[src/rtl/iagc_heartbeat.sv]
// Heartbeat generator for the IAGC watchdog gate: while status is IDLE and enabled,
// emits PULSE_WIDTH-cycle pulses every PERIOD cycles, with an optional immediate kick.
module iagc_heartbeat #(
  parameter int unsigned                  IAGC_STATUS_SIZE = 4,
  parameter logic [IAGC_STATUS_SIZE-1:0]  STATUS_IDLE      = 4'b0010,
  parameter int unsigned                  PERIOD           = 8,
  parameter int unsigned                  PULSE_WIDTH      = 2,
  parameter int unsigned                  STARTUP_DELAY    = 4
) (
  input  logic                        i_clock,
  input  logic                        i_reset,
  input  logic [IAGC_STATUS_SIZE-1:0] i_iagcStatus,
  input  logic                        i_enable,
  input  logic                        i_kick,
  output logic                        o_gate,
  output logic                        o_active,
  output logic [7:0]                  o_beatCount
);

  typedef enum logic [1:0] {
    S_OFF,
    S_WAIT,
    S_HIGH,
    S_LOW
  } state_t;

  // WAIT spans STARTUP_DELAY+1 cycles so that STARTUP_DELAY=0 still yields one WAIT cycle.
  localparam logic [7:0] WAIT_LAST = 8'(STARTUP_DELAY);
  localparam logic [7:0] HIGH_LAST = 8'(PULSE_WIDTH - 1);
  localparam logic [7:0] LOW_LAST  = 8'(PERIOD - PULSE_WIDTH - 1);

  state_t     r_state;
  logic [7:0] r_cnt;
  logic       r_gate;
  logic       r_active;
  logic [7:0] r_beatCount;

  logic       w_run;
  logic       w_waitDone;
  logic       w_highDone;
  logic       w_lowDone;

  assign w_run      = (i_iagcStatus == STATUS_IDLE) && i_enable;
  assign w_waitDone = (r_cnt == WAIT_LAST);
  assign w_highDone = (r_cnt == HIGH_LAST);
  assign w_lowDone  = (r_cnt == LOW_LAST);

  always_ff @(posedge i_clock or posedge i_reset) begin
    if (i_reset) begin
      r_state     <= S_OFF;
      r_cnt       <= '0;
      r_gate      <= 1'b0;
      r_active    <= 1'b0;
      r_beatCount <= '0;
    end else if (!w_run) begin
      // Losing run overrides everything, including a pending kick or a pulse in progress.
      r_state  <= S_OFF;
      r_cnt    <= '0;
      r_gate   <= 1'b0;
      r_active <= 1'b0;
    end else begin
      case (r_state)
        S_OFF: begin
          r_state  <= S_WAIT;
          r_cnt    <= '0;
          r_gate   <= 1'b0;
          r_active <= 1'b1;
        end
        S_WAIT, S_LOW: begin
          if (i_kick || (r_state == S_WAIT ? w_waitDone : w_lowDone)) begin
            r_state     <= S_HIGH;
            r_cnt       <= '0;
            r_gate      <= 1'b1;
            r_beatCount <= r_beatCount + 8'd1;
          end else begin
            r_cnt <= r_cnt + 8'd1;
          end
        end
        S_HIGH: begin
          if (w_highDone) begin
            r_state <= S_LOW;
            r_cnt   <= '0;
            r_gate  <= 1'b0;
          end else begin
            r_cnt <= r_cnt + 8'd1;
          end
        end
        default: begin
          r_state  <= S_OFF;
          r_cnt    <= '0;
          r_gate   <= 1'b0;
          r_active <= 1'b0;
        end
      endcase
    end
  end

  assign o_gate      = r_gate;
  assign o_active    = r_active;
  assign o_beatCount = r_beatCount;

endmodule
[config.mk]
export PLATFORM = sky130hd
export DESIGN_NAME = iagc_heartbeat
export DESIGN_NICKNAME = d
export VERILOG_FILES = /design/src/rtl/iagc_heartbeat.sv
export SDC_FILE = /design/constraint.sdc
export NUM_CORES = 1
export LEC_CHECK = 0
export ABC_AREA = 1
export CORE_MARGIN = 2
export CORE_UTILIZATION = 52
export CTS_CLUSTER_DIAMETER = 80
export CTS_CLUSTER_SIZE = 8
export DETAILED_ROUTE_END_ITERATION = 10
export PLACE_DENSITY = 0.8
export SLEW_MARGIN = 20
export SYNTH_ARGS = -nofsm -noshare
export SYNTH_HDL_FRONTEND = slang
export SYNTH_SLANG_ARGS = --single-unit
[constraint.sdc]
create_clock -name i_clock -period 1.3 [get_ports i_clock]
set_input_delay 0.26 -clock i_clock [delete_from_list [all_inputs] [get_ports i_clock]]
set_output_delay 0.26 -clock i_clock [all_outputs]
set_load 0.02 [all_outputs]
# After elaboration in Yosys (flattened, before gate mapping)
# Index checks and enable logic that the tools add are counted.
dict set report totals {
  ff_bits 20
  in_bits 8
  out_inout_bits 10
  word_cells 38
}
dict set report classes {
  add_sub_neg 2
  n_eq_ne 10
  muxes 15
  reduce_logical 6
}
# operator count
set ops {}
lappend ops {{8-bit two-way mux} 3}
lappend ops {{8-bit case mux with 3 select lines} 1}
lappend ops {{8-bit by 1-bit adder with 8-bit output, second input constant} 2}
lappend ops {{8-bit by 3-bit == test with 1-bit output, second input constant} 2}
lappend ops {{8-bit by 1-bit == test with 1-bit output, second input constant} 1}
lappend ops {{1-bit two-way mux} 6}
lappend ops {{2-bit two-way mux} 3}
lappend ops {{3-bit != test, second input constant} 2}
lappend ops {{2-bit case mux with 3 select lines} 1}
lappend ops {{2-bit == test, second input constant} 2}
lappend ops {{4-bit by 2-bit == test with 1-bit output, second input constant} 1}
lappend ops {{1-bit case mux with 3 select lines} 1}
lappend ops {{3-bit AND reduction} 1}
lappend ops {{2-bit by 1-bit == test with 1-bit output, second input constant} 1}
lappend ops {{2-bit logical NOT} 1}
lappend ops {{2-bit by 1-bit != test with 1-bit output, second input constant} 1}
lappend ops {{2-bit AND reduction} 1}
lappend ops {{2-bit OR reduction} 1}
lappend ops {{1-bit logical AND} 1}
lappend ops {{1-bit logical OR} 1}

# Depth between registers and ports, before layout
dict set report depth {
  ltp_word 6
  ltp_mapped 11
  depth_no_buf 10
}

# Worst setup path after synthesis
# OpenSTA, ideal clock, no wires.
dict set report synth_path {
  path_type {reg-to-reg}
  start {reg r_cnt[6]}
  end {reg r_beatCount[6] (netlist: o_beatCount[6])}
  setup_ps 117
  arrival_ps 1123
  required_time_ps 1183
  setup_slack_ps 60
  path_stages_with_launch 10
  n_path_buf 1
  synth_period_minus_slack_ps 1240
  path_cell_list {dfrtp_1 -> nor2_1 -> nand2_1 -> nor2_1 -> nand2_2 -> nand2_4 -> nand2_4 -> buf_6 -> nand2_1 -> nand2_1}
}
dict set report synth_via {
  elab_chain_cells 4
  elab_cells_between_ends 5
  cone_classes {eq/ne (2); mux (1); reduce/logical (2)}
}
# element line_no
set synth_rtl {}
lappend synth_rtl {{start, declared} 33} ;# logic [7:0] r_cnt;
lappend synth_rtl {{start signal, assigned} 76} ;# r_cnt <= r_cnt + 8'd1;
lappend synth_rtl {{start signal, assigned} 85} ;# r_cnt <= r_cnt + 8'd1;
lappend synth_rtl {{8-bit by 3-bit == test with 1-bit output, on equally long branches} {46, 44}}
lappend synth_rtl {{1-bit two-way mux (*)} 70} ;# if (i_kick || (r_state == S_WAIT ? w_waitDone : w_lowDone)) begin
lappend synth_rtl {{1-bit logical OR (*)} 70}
lappend synth_rtl {{3-bit AND reduction (no source line) (*)} -}
lappend synth_rtl {{end signal, assigned} 74} ;# r_beatCount <= r_beatCount + 8'd1;
lappend synth_rtl {{end, declared} 36} ;# logic [7:0] r_beatCount;
# Every way passes the cells marked *; elsewhere a longest branch is shown, timed or not.
# A chain may end at the register's enable or synchronous reset.

# Worst setup path in the final report
dict set report layout_path {
  start {reg r_beatCount[2] (netlist: o_beatCount[2])}
  end {out o_beatCount[2]}
}
# element line_no
set layout_rtl {}
lappend layout_rtl {{end, declared} 17} ;# output logic [7:0] o_beatCount
# No word-level cell between the ends.

==> results.cfg <==
[clock_network]
clk_pin_slew_ps = 110
cts_buffer_depth = 2
htreeDepth = 1
holdBufCountCts = 0
cts_root_buf = clkbuf_4
cts_buffers = 3
cts_tree = built
clock-sinks = 20
clock_latency_ps = 310

[detailed_routing]
ant_nets = 0
via_count = 962
drtIter0Drc = 17
drc = 0
firstDrtPassIters = 4
via_per_inst = 4.883
avgRoutedWirePerCell_um = 12.31
wl_um = 2425

[logic_synthesis]
yosys_warnings = 0
synthArstFlopShare_pct = 100.0
syn_area_um2 = 1102
synth_area_leaders = dfrtp_1, nand2_1, nand3_1
synth-edff-count = 0
syn_nets = 142
ys_top_cells_by_count = nand2_1, dfrtp_1, nor2_1
yosysTopAreaCell = dfrtp_1
ys_types = 21
yosysMostFrequentCell = nand2_1
postSynthCellCount = 131
avgSynthCellArea_um2 = 8.415
synth_top_area_share_pct = 45.40
ys.flop_type = dfrtp_1
yosysSeqAreaShare_pct = 45.40
ys_ff_latch = 20

[die]
rows = 16
start_util_pct = 55.62
die_y_um = 50.04
coreArea_um2 = 1982
fp.dieW_um = 50.04
io_pins = 18
die_area_um2 = 2504

[timing]
setup_ws_ps = -10.69
slew_violations = 0
fin_crit_sh_pct = 100.8
tightest_slew_ps = 247.4
setup_violations = 1
finClkSkew_ps = 7.464
slew-limit-headroom_pct = 83.50
final-hold-violation-count = 0
period_needed_ps = 1311
whs_ps = 263.9
rsz0062_at_grt = true
fmax_mhz = 763.0

[grt]
grt_max_degree = 21
grt_overflow = 0
groute.usage.overall_pct = 21.10
antenna_found_initial = 0
grt_pass1_wl_um = 3967
first_global_vias = 943

[setup_path]
crit_family = flip-flops
startpoint = o_beatCount[2]
path_max_fanout = 2
path_class = reg2out
arrival_ps = 1050
r2r_slack_ps = 60
r2r-end = o_beatCount[7]
endpoint_kind = primary output
slowest_stage = dfrtp_1
setup.worst_path.end = o_beatCount[2]
path_cells = clkdlybuf4s15_1
rr_startpoint = r_cnt[5]
path_buf_inv = 1
path_depth = 1
cp_data_required_time_ps = 1040
reg2reg_depth = 8
critPathMaxStageDelay_ps = 400
start_kind = flip-flop

[placement]
post_dp_cell_area_um2 = 1423
place_congestion = 0.8261
dpl.hpwl_um = 1703
io_buffers = 17
dp.cells = 191

[finish]
diodes = 0
num-nets-final = 183
syn2layout_area_growth_pct = 37.12
stdcell_count = 197
drive_gt1_share_pct = 25.88
fin_area_um2 = 1511

[pwr]
finalPower_mw = 1.000
p_leak_nw = 0.8037
p_per_area_nw_per_um2 = 661.8
peakVddDrop_uv = 787.6

[run_status]
violations = setup timing
status = complete, but fails checks

[run]
cap_violations = 0

[hold_path]
hp-class = in2async
[worst min path at each step]
| stage | slack, ps | end |
|---|---|---|
| 2_1_floorplan | 220 | o_active |
| 3_3_place_gp | 460 | o_gate |
| 3_5_place_dp | 470 | o_gate |
| 4_1_cts | 280 | o_beatCount[4] |
| 5_1_grt | 310 | o_beatCount[4] |
| 6_report | 260 | o_beatCount[4] |
[power breakdown]
group	internal (mW)	switching, mW	total (mW)
Clock	0.108	0.186	0.294
Sequential	0.625	0.00230	0.627
Combinational	0.0390	0.0397	0.0787
[through the flow]
| stage | TNS, ps | worst slack, ps | util, % |
|---|---|---|---|
| global route | -676.5 | -65.64 | 76.26 |
| CTS | 0 | 0.6243 | 72.35 |
| floorplan | 0 | 59.67 | - |
| detailed placement | -4827 | -320.7 | 71.78 |
| finish | -10.69 | -10.69 | 76.26 |
| global placement | -3717 | -225.9 | 71.78 |
[metal layers]
layer	vias to the layer above	wire length (um)	global-route usage (%)
met5	-	0	0
met4	0	65	11.11
met3	7	83	4.848
met2	20	1260	34.65
met1	443	1015	25.49
li1	492	-	-
[registers in the layout, summed over array words and instances (netlist names)]
| name | cells |
|---|---|
| r_cnt | 8 |
| o_active | 1 |
| r_state | 2 |
| o_beatCount | 8 |
| o_gate | 1 |
[cell usage in the layout (no fill, tap or decap), types with 2 or more instances in the layout]
cell type and n:
buf_4 18, clkbuf_4 3, clkdlybuf4s15_1 9, clkdlybuf4s50_1 6
dfrtp_1 19, ha_1 3, inv_1 15, nand2_1 27
nand2_2 5, nand3_1 14, nand3_2 2, nand3b_1 2
nand4_1 2, nor2_1 13, nor2_2 5, o21ai_0 2
o21ai_2 2, xnor2_1 7, xor2_1 4
[cell families after synthesis]
| kind of cell | count (synthesis) | share of synthesized area (%) |
|---|---|---|
| adder cells (fa/ha/maj) | 3 | 3.406 |
| buffers and inverters | 18 | 6.810 |
| AO/OA/AOI/OAI | 5 | 2.951 |
| flip-flops | 20 | 45.40 |
| AND/OR/NAND/NOR | 74 | 32.69 |
| XOR/XNOR | 11 | 8.740 |
[final cells by class]
type,instances,area (um^2)
clock buffer,3,22.52
fill,139,470.5
inverter,17,66.31
multi-input combinational,93,553.0
sequential,20,501.7
tap,27,33.78
timing repair buffer,37,334.1
[what timing repair did]
| item | in CTS | in global routing |
|---|---|---|
| setup endpoints to repair | 10 | 27 |
| resized for setup | 11 | 23 |
| setup buffers | 0 | 3 |
| cloned | 0 | 0 |
Note: power is estimated with default switching activity, not from simulation.
